**config.mk**
```make
export PLATFORM = sky130hd
export DESIGN_NAME = mem_port_arbiter
export DESIGN_NICKNAME = d
export VERILOG_FILES = /design/src/rtl/mips64_pkg.sv /design/src/rtl/mem_arb_timer.sv /design/src/rtl/mem_port_arbiter.sv
export SDC_FILE = /design/constraint.sdc
export NUM_CORES = 1
export LEC_CHECK = 0
export CAP_MARGIN = 20
export CORE_AREA = 2 2 153 155
export CTS_BUF_LIST = sky130_fd_sc_hd__clkbuf_8
export CTS_CLUSTER_SIZE = 14
export DETAILED_ROUTE_END_ITERATION = 6
export DIE_AREA = 0 0 155 157
export GPL_TIMING_DRIVEN = 0
export PLACE_DENSITY = 0.73
export SLEW_MARGIN = 20
export SYNTH_ARGS = -nofsm -noshare
export SYNTH_HDL_FRONTEND = slang
export SYNTH_SLANG_ARGS = --single-unit
```
**constraint.sdc**
```tcl
create_clock -name clk -period 2.5 [get_ports clk]
set_input_delay 0.25 -clock clk [delete_from_list [all_inputs] [get_ports clk]]
set_output_delay 0.25 -clock clk [all_outputs]
set_load 0.02 [all_outputs]
```
**src/rtl/mips64_pkg.sv**
```systemverilog
// Shared definitions for the MIPS64 external memory port: bus widths,
// the arbiter FSM state type and the 8-byte address alignment helper.
package mips64_pkg;

    localparam int MADDR_L = 32;
    localparam int DATA_L  = 64;

    typedef enum logic [1:0] {
        IDLE = 2'd0,
        BUSY = 2'd1,
        RESP = 2'd2
    } arb_state_t;

    // Memory is addressed in whole 64-bit words, so the low three byte bits are dropped.
    function automatic logic [MADDR_L-1:0] align8(input logic [MADDR_L-1:0] addr);
        return {addr[MADDR_L-1:3], 3'b000};
    endfunction

endpackage

```
**src/rtl/mem_arb_timer.sv**
```systemverilog
// BUSY-cycle watchdog for the memory port arbiter. Counts enabled cycles
// from a clear and flags the cycle in which the limit is reached.
module mem_arb_timer
    import mips64_pkg::*;
#(
    parameter int LIMIT = 255
) (
    input  logic clk,
    input  logic rst_n,
    input  logic clear,
    input  logic enable,
    output logic expired
);

    localparam int CW = $clog2(LIMIT + 1);
    localparam logic [CW-1:0] LAST = CW'(LIMIT - 1);

    logic [CW-1:0] count;

    // Count cycles spent waiting; clear holds the counter at zero between transactions.
    always_ff @(posedge clk or negedge rst_n) begin
        if (!rst_n) begin
            count <= '0;
        end else if (clear) begin
            count <= '0;
        end else if (enable && count != LAST) begin
            count <= count + 1'b1;
        end
    end

    // The LIMIT-th waiting cycle is the one in which the transaction gets aborted.
    always_comb begin
        expired = enable && (count == LAST);
    end

endmodule

```
**src/rtl/mem_port_arbiter.sv**
```systemverilog
// Arbiter sharing the single external memory port between instruction
// fetch (read-only) and memory access (read/write). MA has fixed priority,
// bounded by a streak counter so IF cannot starve. Optional BUSY timeout
// is enabled by defining ARB_TIMEOUT_EN.
module mem_port_arbiter
    import mips64_pkg::*;
#(
    parameter int STREAK_MAX  = 4,
    parameter int TIMEOUT_CYC = 255
) (
    input  logic               clk,
    input  logic               rst_n,
    input  logic               if_req,
    input  logic [MADDR_L-1:0] if_addr,
    output logic               if_done,
    output logic [31:0]        if_rdata,
    input  logic               ma_req,
    input  logic               ma_we,
    input  logic [MADDR_L-1:0] ma_addr,
    input  logic [DATA_L-1:0]  ma_wdata,
    output logic               ma_done,
    output logic [DATA_L-1:0]  ma_rdata,
    output logic               mem_req,
    output logic               mem_we,
    output logic [MADDR_L-1:0] mem_addr,
    output logic [DATA_L-1:0]  mem_wdata,
    input  logic [DATA_L-1:0]  mem_rdata,
    input  logic               mem_ack,
    output logic               err
);

    localparam int SW = $clog2(STREAK_MAX + 1);
    localparam logic [SW-1:0] STREAK_LIM = SW'(STREAK_MAX);

    arb_state_t    state;
    logic [SW-1:0] streak;
    logic          owner_if;
    logic          if_hi;
    logic          grant_if;
    logic          tmo_expired;

    // IF wins when it is alone, or when MA has used up its allowed streak.
    always_comb begin
        grant_if = if_req && (!ma_req || streak == STREAK_LIM);
    end

`ifdef ARB_TIMEOUT_EN
    mem_arb_timer #(
        .LIMIT(TIMEOUT_CYC)
    ) u_timer (
        .clk    (clk),
        .rst_n  (rst_n),
        .clear  (state == IDLE),
        .enable (state == BUSY),
        .expired(tmo_expired)
    );
`else
    assign tmo_expired = 1'b0;
    assign err         = 1'b0;
`endif

    // Arbitration FSM with all memory-side and requester-side outputs registered.
    always_ff @(posedge clk or negedge rst_n) begin
        if (!rst_n) begin
            state     <= IDLE;
            streak    <= '0;
            owner_if  <= 1'b0;
            if_hi     <= 1'b0;
            mem_req   <= 1'b0;
            mem_we    <= 1'b0;
            mem_addr  <= '0;
            mem_wdata <= '0;
            if_done   <= 1'b0;
            ma_done   <= 1'b0;
            if_rdata  <= '0;
            ma_rdata  <= '0;
`ifdef ARB_TIMEOUT_EN
            err       <= 1'b0;
`endif
        end else begin
            case (state)
                IDLE: begin
                    if (if_req || ma_req) begin
                        mem_req <= 1'b1;
                        state   <= BUSY;
                        if (grant_if) begin
                            owner_if <= 1'b1;
                            if_hi    <= if_addr[2];
                            mem_we   <= 1'b0;
                            mem_addr <= align8(if_addr);
                            streak   <= '0;
                        end else begin
                            owner_if  <= 1'b0;
                            mem_we    <= ma_we;
                            mem_addr  <= align8(ma_addr);
                            mem_wdata <= ma_wdata;
                            streak    <= if_req ? streak + 1'b1 : '0;
                        end
                    end
                end
                BUSY: begin
                    if (mem_ack) begin
                        mem_req <= 1'b0;
                        state   <= RESP;
                        if (owner_if) begin
                            if_rdata <= if_hi ? mem_rdata[63:32] : mem_rdata[31:0];
                            if_done  <= 1'b1;
                        end else begin
                            if (!mem_we) begin
                                ma_rdata <= mem_rdata;
                            end
                            ma_done <= 1'b1;
                        end
                    end else if (tmo_expired) begin
                        mem_req <= 1'b0;
                        state   <= RESP;
`ifdef ARB_TIMEOUT_EN
                        err     <= 1'b1;
`endif
                        if (owner_if) begin
                            if_done <= 1'b1;
                        end else begin
                            ma_done <= 1'b1;
                        end
                    end
                end
                RESP: begin
                    if_done <= 1'b0;
                    ma_done <= 1'b0;
`ifdef ARB_TIMEOUT_EN
                    err     <= 1'b0;
`endif
                    state   <= IDLE;
                end
                default: begin
                    state <= IDLE;
                end
            endcase
        end
    end

endmodule

```
### Yosys cells after proc, flatten, opt, wreduce, memory -nomap -nowiden

Index checks and enable logic that the tools add are counted.

* word-level logic and storage cells: 57
* input port bits: 198
* output and inout port bits: 197
* register bits after elaboration: 203

* equality and inequality tests: 7
* bitwise gates (word level): 3
* multiplexer cells: 18
* reduce and logical (&&, ||, !) cells: 16
* add/subtract/negate cells: 1

Operator list (number)
* two-way mux 32 bit: 2
* AND reduction 3 bit: 6
* two-way mux 1 bit: 8
* != test 2 bit (second input constant): 4
* two-way mux 3 bit: 2
* case mux 1 bit (2 select lines): 3
* two-way mux 2 bit: 2
* case mux 2 bit (2 select lines): 1
* AND reduction 2 bit: 2
* AND reduction 4 bit: 1
* nonzero test 2 bit: 2
* adder 3 x 1 -> 3 bit (second input constant): 1
* equality test 3 bit (second input constant): 1
* inverter 1 bit: 3
* equality test 2 x 1 -> 1 bit (second input constant): 1
* equality test 2 bit (second input constant): 1
* logical NOT 2 bit: 1
* logical OR 1 bit: 2
* logical AND 1 bit: 1
* logical NOT 1 bit: 1

### Longest topological paths before layout

Gate-level depths: netlist (run 1).

* word-level depth: 5
* depth in mapped cells: 8
* depth with buffers taken out: 5

### Least setup slack after synthesis (run 1)

OpenSTA, ideal clock, no wires.

* path type: register to register
* from: reg streak[0]
* to: reg mem_addr[24]
* cell stages (with the launch flop): 9
* buffers on the path: 3
* period minus slack after synthesis: 1758 ps
* setup slack: 742 ps
* library setup time: 126 ps
* arrival: 1632 ps
* data required time: 2374 ps
* cells stage by stage: dfrtp_1 > inv_1 > ha_1 > nand2_1 > o211a_1 > clkbuf_1 > buf_6 > buf_2 > a221o_1

* word-level cells in the longest chain between the ends: 4

Ends and longest elaborated chain
* start, declared: line mem_port_arbiter.sv:36 `logic [SW-1:0] streak;`
* start signal, assigned: line mem_port_arbiter.sv:97 `streak <= if_req ? streak + 1'b1 : '0;`
* equality test 3 bit: line mem_port_arbiter.sv:44 `grant_if = if_req && (!ma_req || streak == STREAK_LIM);`
* logical OR 1 bit: line mem_port_arbiter.sv:44
* logical AND 1 bit: line mem_port_arbiter.sv:44
* two-way mux 32 bit: line mem_port_arbiter.sv:86 `if (grant_if) begin`
* end signal, assigned: line mem_port_arbiter.sv:90 `mem_addr <= align8(if_addr);`
* end signal, assigned: line mem_port_arbiter.sv:95 `mem_addr <= align8(ma_addr);`
* end, declared: line mem_port_arbiter.sv:25 `output logic [MADDR_L-1:0] mem_addr,`

No other way between the ends.
A chain may end at the register's enable or synchronous reset.

### Worst setup path in the final report (run 1)

* from: reg streak[0]
* to: reg mem_addr[30]

Same word-level chain as after synthesis.

==> results of run 1 <==
==> flip-flops by register name, indices dropped and copies added, names as in the netlist, 2 cells and up <==
signal / count
if_rdata: 32
streak: 3
state: 2
ma_rdata: 64
mem_wdata: 64
mem_addr: 29
==> cell usage after synthesis (5+ instances only) <==
| cell type | n | area (um^2) |
|---|---|---|
| a21boi_0 | 29 | 218 |
| a221o_1 | 29 | 290 |
| buf_12 | 6 | 120 |
| buf_2 | 9 | 45.0 |
| clkbuf_1 | 20 | 75.1 |
| dfrtp_1 | 200 | 5000 |
| inv_1 | 5 | 18.8 |
| mux2_1 | 68 | 766 |
| mux2_4 | 60 | 901 |
| mux2i_1 | 32 | 320 |
| nand2_1 | 38 | 143 |
| o21ai_1 | 33 | 165 |
==> cell type report <==
cell class	instances	area, um^2
multi-input combinational	316	3020
buffer	42	304
tap	285	357
inverter	5	18.8
timing repair buffer	388	3920
clock inverter	13	134
sequential	200	5000
clock buffer	18	248
fill	1865	9490
==> placed cells by master, fill, tap and decap left out, types with 3 or more instances in the layout <==
| cell type | Yosys | routed |
|---|---|---|
| nand2_1 | 38 | 38 |
| buf_2 | 9 | 9 |
| buf_12 | 6 | 6 |
| clkbuf_8 | 0 | 18 |
| buf_4 | 4 | 4 |
| mux2i_1 | 32 | 32 |
| inv_6 | 0 | 5 |
| clkbuf_1 | 20 | 20 |
| inv_1 | 5 | 6 |
| a22o_1 | 3 | 3 |
| dfrtp_1 | 200 | 200 |
| a21boi_0 | 29 | 29 |
| o21ai_1 | 33 | 33 |
| clkdlybuf4s50_1 | 0 | 384 |
| mux2_4 | 60 | 60 |
| mux2_1 | 68 | 68 |
| a221o_1 | 29 | 29 |
| buf_6 | 3 | 3 |
| conb_1 | 1 | 4 |
| inv_8 | 0 | 4 |
==> worst max-delay path: cells and delay by family, from the launching register on <==
kind                     cells  cell delay, ns
AND/OR/NAND/NOR              1            0.11
AO/OA/AOI/OAI                2            0.81
adder cells (fa/ha/maj)      1            0.18
flip-flops                   1            0.39
buffers and inverters        2            0.61
==> metal layers <==
layer	track usage, %	part of all wire [%]	routed length, um
met2	34.2	49	12300
met1	25.5	42	10500
met5	0	0	0
met4	5.69	1.6	405
met3	7.10	7.8	1960
==> path summary, 6_finish.rpt <==
path / end / slack (ns) / cells past startpoint
max in group asynchronous: mem_addr[11] / 1.50 / 3
hold reg to reg: mem_req / 0.49 / 2
setup / recovery: mem_addr[30] / 0.34 / 6
min in group clk: mem_wdata[58] / 0.37 / 2
setup reg to reg: mem_addr[30] / 0.34 / 6
hold / removal: mem_wdata[14] / 0.26 / 2
==> timing repair <==
item / CTS / global route
hold buffers: 1 / 0
gates resized for setup: 0 / 1
hold endpoints to repair: 43 / 0
setup endpoints to repair: 0 / 22
==> report_power, final <==
| part | switching [mW] | internal [mW] | leakage, nW | total [mW] |
|---|---|---|---|---|
| clock | 1.28 | 0.770 | 0.200 | 2.05 |
| combinational | 4.32 | 4.81 | 3.13 | 9.13 |
| sequential | 0.854 | 4.82 | 2.41 | 5.67 |
| total | 6.45 | 10.4 | 5.74 | 16.8 |
==> per-stage QoR <==
stage               setup TNS (ns)  power (mW)
floorplan                        0        10.5
global placement          -1501.62        14.8
detailed placement           -1.16        14.9
CTS                              0        17.1
global route                     0        17.8
finish                           0        16.8
==> cell families (layout without fill, tap and decap cells) <==
group	after synthesis	after routing	synth area share (%)
muxes	161	161	24.0
buffers and inverters	47	466	3.88
adders and majority gates	2	2	0.300
and+or+nand+nor	46	46	2.34
other	1	4	0.0450
DFF	200	200	60.1
AOI/OAI and AO/OA	103	103	9.34
==> out/qor.yml, run 1 <==
status: "finished, final reports clean"
first_pass_iters: 4
via_per_inst: 4.82
netlist_instances: 560
grt_pass1_vias: 6476
start_util_pct: 37.0
dp_hpwl_um: 19200
postRouteAntennaNets: 0
p_leak_nw: 5.74
drive_gt1_share_pct: 12.1
timing_hold_violations_final: 0
tightest_slew_ns: 0.830
die_h_um: 157
grt_overflow: 0
synth_top_flop_cell: "dfrtp_1"
grt_max_degree: 80
vias: 6106
final-setup-viol-count: 0
cts_setup_buffers: 0
drv_slew: 0
fmax_mhz: 463
ir_drop_uv: 636
cts_tree: "built"
arrival_ns: 2.55
nets: 1170
core_mm2: 0.0225
rsz0062_at_grt: "no"
setup.worst_path.class: "reg2reg"
grt_use_total_pct: 20.5
cp_cell_sequence: "inv_1 -> ha_1 -> nand2_1 -> a2111oi_4 -> clkbuf_1 -> a221o_1"
chipWidth_um: 155
clkLatencyLatePin_ns: 0.47
avgSynthCellArea_um2: 14.9
fp-row-count: 55
clk_pin_slew_ns: 0.11
fin_area_mm2: 0.0130
fin_crit_ns: 2.16
path_max_fanout: 10
drt-total-wl_um: 25300
seq_area_frac_synth_pct: 60.1
drt_iter0_drc: 275
critPathCaptureType: "register"
fin_crit_sh_pct: 86.4
required_ns: 2.89
pin_count: 395
cts_root_buf: "clkbuf_8"
hp-class: "in2async"
gp_congestion: 0.761
synth_area_mm2: 0.00833
antenna_found_initial: 0
clock_skew_ns: 0.0198
syn_to_final_growth_pct: 56.3
maxCapViolCount: 0
crit_start: "streak[0]"
post-place-ws_ns: -0.123
power_per_cell_area_mw_per_mm2: 1290
drc: 0
ys_ff_latch: 200
reg2reg_from: "streak[0]"
antenna_cells: 0
worstSetupStartpointType: "register"
hold_slack_ns: 0.257
wl_per_cell_um: 19.9
slew_headroom_pct: 44.6
yosysWarnings: 0
ys_types: 32
dieArea_mm2: 0.0243
synth_edf_count: 0
placed_area_mm2: 0.0126
port_buffers: 385
grt_pass1_wl_um: 38000
max_stage_delay_ns: 0.57
async_reset_ff_share_pct: 100
htreeDepth: 4
setup_ws_ns: 0.340
cts_buffers: 17
final_util_pct: 57.8
instances_no_fill: 1267
cp_slowest_cell: "a2111oi_4"
cts.sinks: 200
cts.path.max_buffers: 2
dpl.cell_count: 1235
No activity file was read; power rests on OpenSTA's default activity.
==> inputs of run 2 (changes only) <==
- CORE_AREA: 2 2 153 155 -> unset
- CORE_MARGIN: unset -> 2
- CORE_UTILIZATION: unset -> 29
- DIE_AREA: 0 0 155 157 -> unset
- HOLD_SLACK_MARGIN: unset -> 0.15
- PLACE_DENSITY: 0.73 -> unset
==> run 2 against run 1 <==
  * Utilization fell by 12 points
  * Critical path depth is 1 lower
  * First-iteration DRC count rose by 6.5%
  * Flip-flop and latch count unchanged
  * Combinational power about the same
  * Final area rose by 1.1%
  * Non-clock buffer count unchanged
  * Sequential share of layout area shrank 0.41 points
  * Via count is 0.33% higher
  * Highest routed layer unchanged
==> out/qor.yml, run 2 (synthesis results as in run 1) <==
grt_pass1_vias: 6486
critPathCaptureType: "register"
first_pass_iters: 4
fmax_mhz: 465
arrival_ns: 2.48
setup.worst_path.class: "reg2reg"
cts_buffers: 17
final_util_pct: 46.2
drt-total-wl_um: 24900
finalPower_mw: 16.9
dpl.cell_count: 1334
dieArea_mm2: 0.0301
port_buffers: 385
reg_top3: "ma_rdata: 64 flops, mem_wdata: 64 flops, if_rdata: 32 flops"
endpoint: "mem_wdata[5]"
slew_headroom_pct: 46.0
ir_drop_uv: 470
worstSetupStartpointType: "register"
cts_root_buf: "clkbuf_8"
clkLatencyLatePin_ns: 0.46
crit_start: "state[0]"
num-fill-cells: 2650
grt_overflow: 0
drive_gt1_share_pct: 12.1
p_leak_nw: 5.75
maxCapViolCount: 0
r2r_slack_ns: 0.35
rsz0062_at_grt: "no"
fp-row-count: 62
fin_crit_ns: 2.15
status: "finished, final reports clean"
grt_max_degree: 74
dp_hpwl_um: 18700
chipWidth_um: 173
cts.path.max_buffers: 2
syn_to_final_growth_pct: 57.9
drv_slew: 0
core_mm2: 0.0285
antenna_cells: 0
power_per_cell_area_mw_per_mm2: 1290
cts.sinks: 200
cts_tree: "built"
fin_crit_sh_pct: 86.0
drc: 0
die_h_um: 173
grt_pass1_wl_um: 38900
tightest_slew_ns: 0.811
post-place-ws_ns: 0.0000906
hp-class: "in2async"
clock_skew_ns: 0.0224
required_ns: 2.83
clk_pin_slew_ns: 0.12
drt_iter0_drc: 293
timing_hold_violations_final: 0
htreeDepth: 4
pin_count: 395
nets: 1170
r2r_cells: 5
final-setup-viol-count: 0
grt_use_total_pct: 16.6
path_max_fanout: 10
antenna_found_initial: 0
via_per_inst: 4.48
r2r_end: "mem_wdata[5]"
final_common_cell: "clkdlybuf4s50_1"
reg2reg_from: "state[0]"
hold_slack_ns: 0.319
gp_congestion: 0.747
postRouteAntennaNets: 0
wl_per_cell_um: 18.2
instances_no_fill: 1367
setup_ws_ns: 0.349
layout_common_cells: "clkdlybuf4s50_1, dfrtp_1, mux2_1"
start_util_pct: 29.3
vias: 6126
-- run 2: changes by cell type in the layout (fill, tap and decap cells not counted), sizes merged --
cell      change
bufinv        +1
clkinvlp      +1
clkbuf        -1
-- run 2: how the worst min path moves through the flow --
stage | end | cells after the start
floorplan | if_done | 0
global placement | if_rdata[11] | 2
detailed placement | ma_rdata[42] | 1
CTS | ma_rdata[41] | 2
global route | mem_wdata[55] | 2
finish | ma_rdata[42] | 2
-- run 2: repair_timing --
| action | CTS | global route |
|---|---|---|
| hold endpoints to repair | 72 | 0 |
| setup buffers | 0 | 0 |
| setup endpoints to repair | 0 | 14 |
| hold buffers | 1 | 0 |
| gates resized for setup | 0 | 1 |
-- run 2: area by class of cell --
class / count / area [um^2] / share of cell area, %
Timing Repair Buffer: 388 / 3920 / 29.8
Inverter: 5 / 18.8 / 0.143
Buffer: 42 / 304 / 2.31
Sequential cell: 200 / 5000 / 38.0
Tap cell: 384 / 480 / 3.65
Clock buffer: 17 / 234 / 1.78
Multi-Input combinational cell: 316 / 3020 / 23.0
Clock inverter: 15 / 164 / 1.25
-- run 2: report_power, final --
| group | switching (mW) | internal [mW] | total (mW) |
|---|---|---|---|
| sequential | 0.838 | 4.82 | 5.65 |
| combinational | 4.31 | 4.81 | 9.12 |
| clock | 1.31 | 0.840 | 2.15 |
| total | 6.46 | 10.5 | 16.9 |
-- run 2: critical path, stage by stage (launching register included) --
cell      delay, ns
dfrtp_1        0.50
nor2_2         0.33
o211a_1        0.19
clkbuf_1       0.31
buf_2          0.35
mux2_1         0.36
-- run 2: stage by stage --
stage	TNS (ns)	instance area, um^2
after floorplan	0	8340
after global placement	-1585.79	12700
after detailed placement	0	12700
after CTS	0	13100
after global routing	0	13200
final	0	13200
-- run 2: metal layers --
| metal | vias to the layer above | share of wire (%) | GRT usage (%) |
|---|---|---|---|
| met5 | - | 0 | 0 |
| met1 | 3057 | 42 | 20.6 |
| met2 | 209 | 50 | 28.3 |
| met4 | 0 | 1.8 | 4.38 |
| met3 | 24 | 6.7 | 4.80 |
| li1 | 2836 | - | - |
==> inputs of run 3 (changes only) <==
- CORE_MARGIN: 2 -> 1
==> run 3 against run 2 <==
  * Maximum frequency down 1.3%
  * Setup slack worse by 0.028 ns
  * Via count down 1.6%
  * Global-route usage up 0.29 points
  * Non-clock buffer count unchanged
  * Critical endpoint is now mem_wdata[60]
==> out/qor.yml, run 3 (synthesis results as in run 1) <==
max_stage_delay_ns: 0.49
antenna_cells: 0
antenna_found_initial: 0
drt_iter0_drc: 273
syn_to_final_growth_pct: 57.5
port_buffers: 385
start_util_pct: 29.7
fin_tns_setup_ns: 0
clk_pin_slew_ns: 0.12
fin_crit_ns: 2.18
register_area_mm2: 0.00500
cts_root_buf: "clkbuf_8"
htreeDepth: 4
setup_ws_ns: 0.321
cp_top_family: "buffers and inverters"
instances_no_fill: 1359
required_ns: 2.85
timing_hold_violations_final: 0
path_depth: 6
num-fill-cells: 2604
drt-total-wl_um: 24800
cts_tree: "built"
p_leak_nw: 5.73
hp-class: "in2async"
ir_drop_uv: 558
reg2reg_from: "state[0]"
cp_slowest_cell: "dfrtp_1"
nets: 1170
switching_share_pct: 38.4
dpl.cell_count: 1328
cts.sinks: 200
power_per_cell_area_mw_per_mm2: 1280
final_util_pct: 46.8
core_mm2: 0.0280
arrival_ns: 2.53
seq_power_share_pct: 33.7
switchingPower_mw: 6.46
fin_crit_sh_pct: 87.2
drive_gt1_share_pct: 12.1
reg_top3: "ma_rdata: 64 flops, mem_wdata: 64 flops, if_rdata: 32 flops"
worstSetupStartpointType: "register"
final-setup-viol-count: 0
crit_buf_inv: 3
status: "finished, final reports clean"
path_max_fanout: 10
finalPower_mw: 16.8
fmax_mhz: 459
crit_start: "state[0]"
r2r_cells: 6
multiInputGateArea_mm2: 0.00302
dp_hpwl_um: 18700
pin_count: 395
cpMostUsedCell: "buf_6"
cts_buffers: 17
postRouteAntennaNets: 0
r2r_end: "mem_wdata[60]"
gp_congestion: 0.759
cp_cell_sequence: "nor2_2 -> o211a_1 -> clkbuf_1 -> buf_6 -> buf_6 -> mux2_1"
vias: 6027
die_h_um: 171
drc: 0
r2r_slack_ns: 0.32
first_pass_iters: 4
grt_pass1_wl_um: 37300
drv_slew: 0
combPwrFrac_pct: 54.2
dieArea_mm2: 0.0294
endpoint: "mem_wdata[60]"
clock_skew_ns: 0.0321
slew_headroom_pct: 44.1
cts_setup_buffers: 0
cts.path.max_buffers: 2
setup.worst_path.class: "reg2reg"
fp-row-count: 61
grt_max_degree: 92
maxCapViolCount: 0
grt_use_total_pct: 16.9
internal_power_mw: 10.4
layout_common_cells: "clkdlybuf4s50_1, dfrtp_1, mux2_1"
final_common_cell: "clkdlybuf4s50_1"
tightest_slew_ns: 0.838
via_per_inst: 4.43
clkLatencyLatePin_ns: 0.47
grt_overflow: 0
chipWidth_um: 171
wl_per_cell_um: 18.2
post-place-ws_ns: -0.161
pwr-share-clk_pct: 12.1
grt_pass1_vias: 6334
critPathCaptureType: "register"
rsz0062_at_grt: "no"
-- run 3: cell count changes in the layout (fill, tap and decap cells not counted), sizes merged --
cell      before  now
clkinv         3    6
clkinvlp       1    0
inv           15   12
bufinv         1    0
-- run 3: what timing repair did --
action,in CTS,in global routing
resized for setup,0,1
endpoints found under the setup margin,0,12
hold buffers,1,0
endpoints found under the hold margin,200,0
-- run 3: metrics by stage --
| step | hold WS (ns) | cell area [um^2] |
|---|---|---|
| floorplan | -0.0456 | 8340 |
| global placement | 0.463 | 12700 |
| detailed placement | 0.103 | 12700 |
| CTS | 0.157 | 13100 |
| global route | 0.169 | 13100 |
| finish | 0.189 | 13100 |
-- run 3: layout make-up --
class,instances,share of cell area (%)
flip-flops and latches,200,38.2
repair buffers,388,29.9
multi-input cells,316,23.1
well taps,378,3.61
plain buffers,42,2.32
clock buffers,17,1.78
clock inverters,13,1.01
inverters,5,0.143
-- run 3: worst min path at each step --
stage                         endpoint  slack [ns]  cells after the start
after floorplan                if_done       -0.05                      0
final                     ma_rdata[41]        0.19                      2
after global routing      ma_rdata[37]        0.17                      2
after detailed placement  ma_rdata[41]        0.10                      1
after global placement         mem_req        0.46                      2
after CTS                 ma_rdata[41]        0.16                      2
-- run 3: metal layers --
metal  vias to the layer above  global-route usage (%)  wire length (um)
met3                        22                    4.58              1680
met4                         0                    5.16               413
met1                      2958                    20.8             10400
met5                         -                       0                 0
met2                       225                    28.6             12300
li1                       2822                       -                 -
-- run 3: power by group through the flow --
| stage | sequential (mW) | clock [mW] | combinational, mW |
|---|---|---|---|
| 3_5_place_dp | 5.72 | 0 | 9.21 |
| 4_1_cts | 5.68 | 2.14 | 9.24 |
| 3_3_place_gp | 5.69 | 0 | 9.16 |
| 5_1_grt | 5.88 | 2.25 | 9.66 |
| 2_1_floorplan | 7.58 | 0 | 2.92 |
| 6_report | 5.67 | 2.04 | 9.11 |
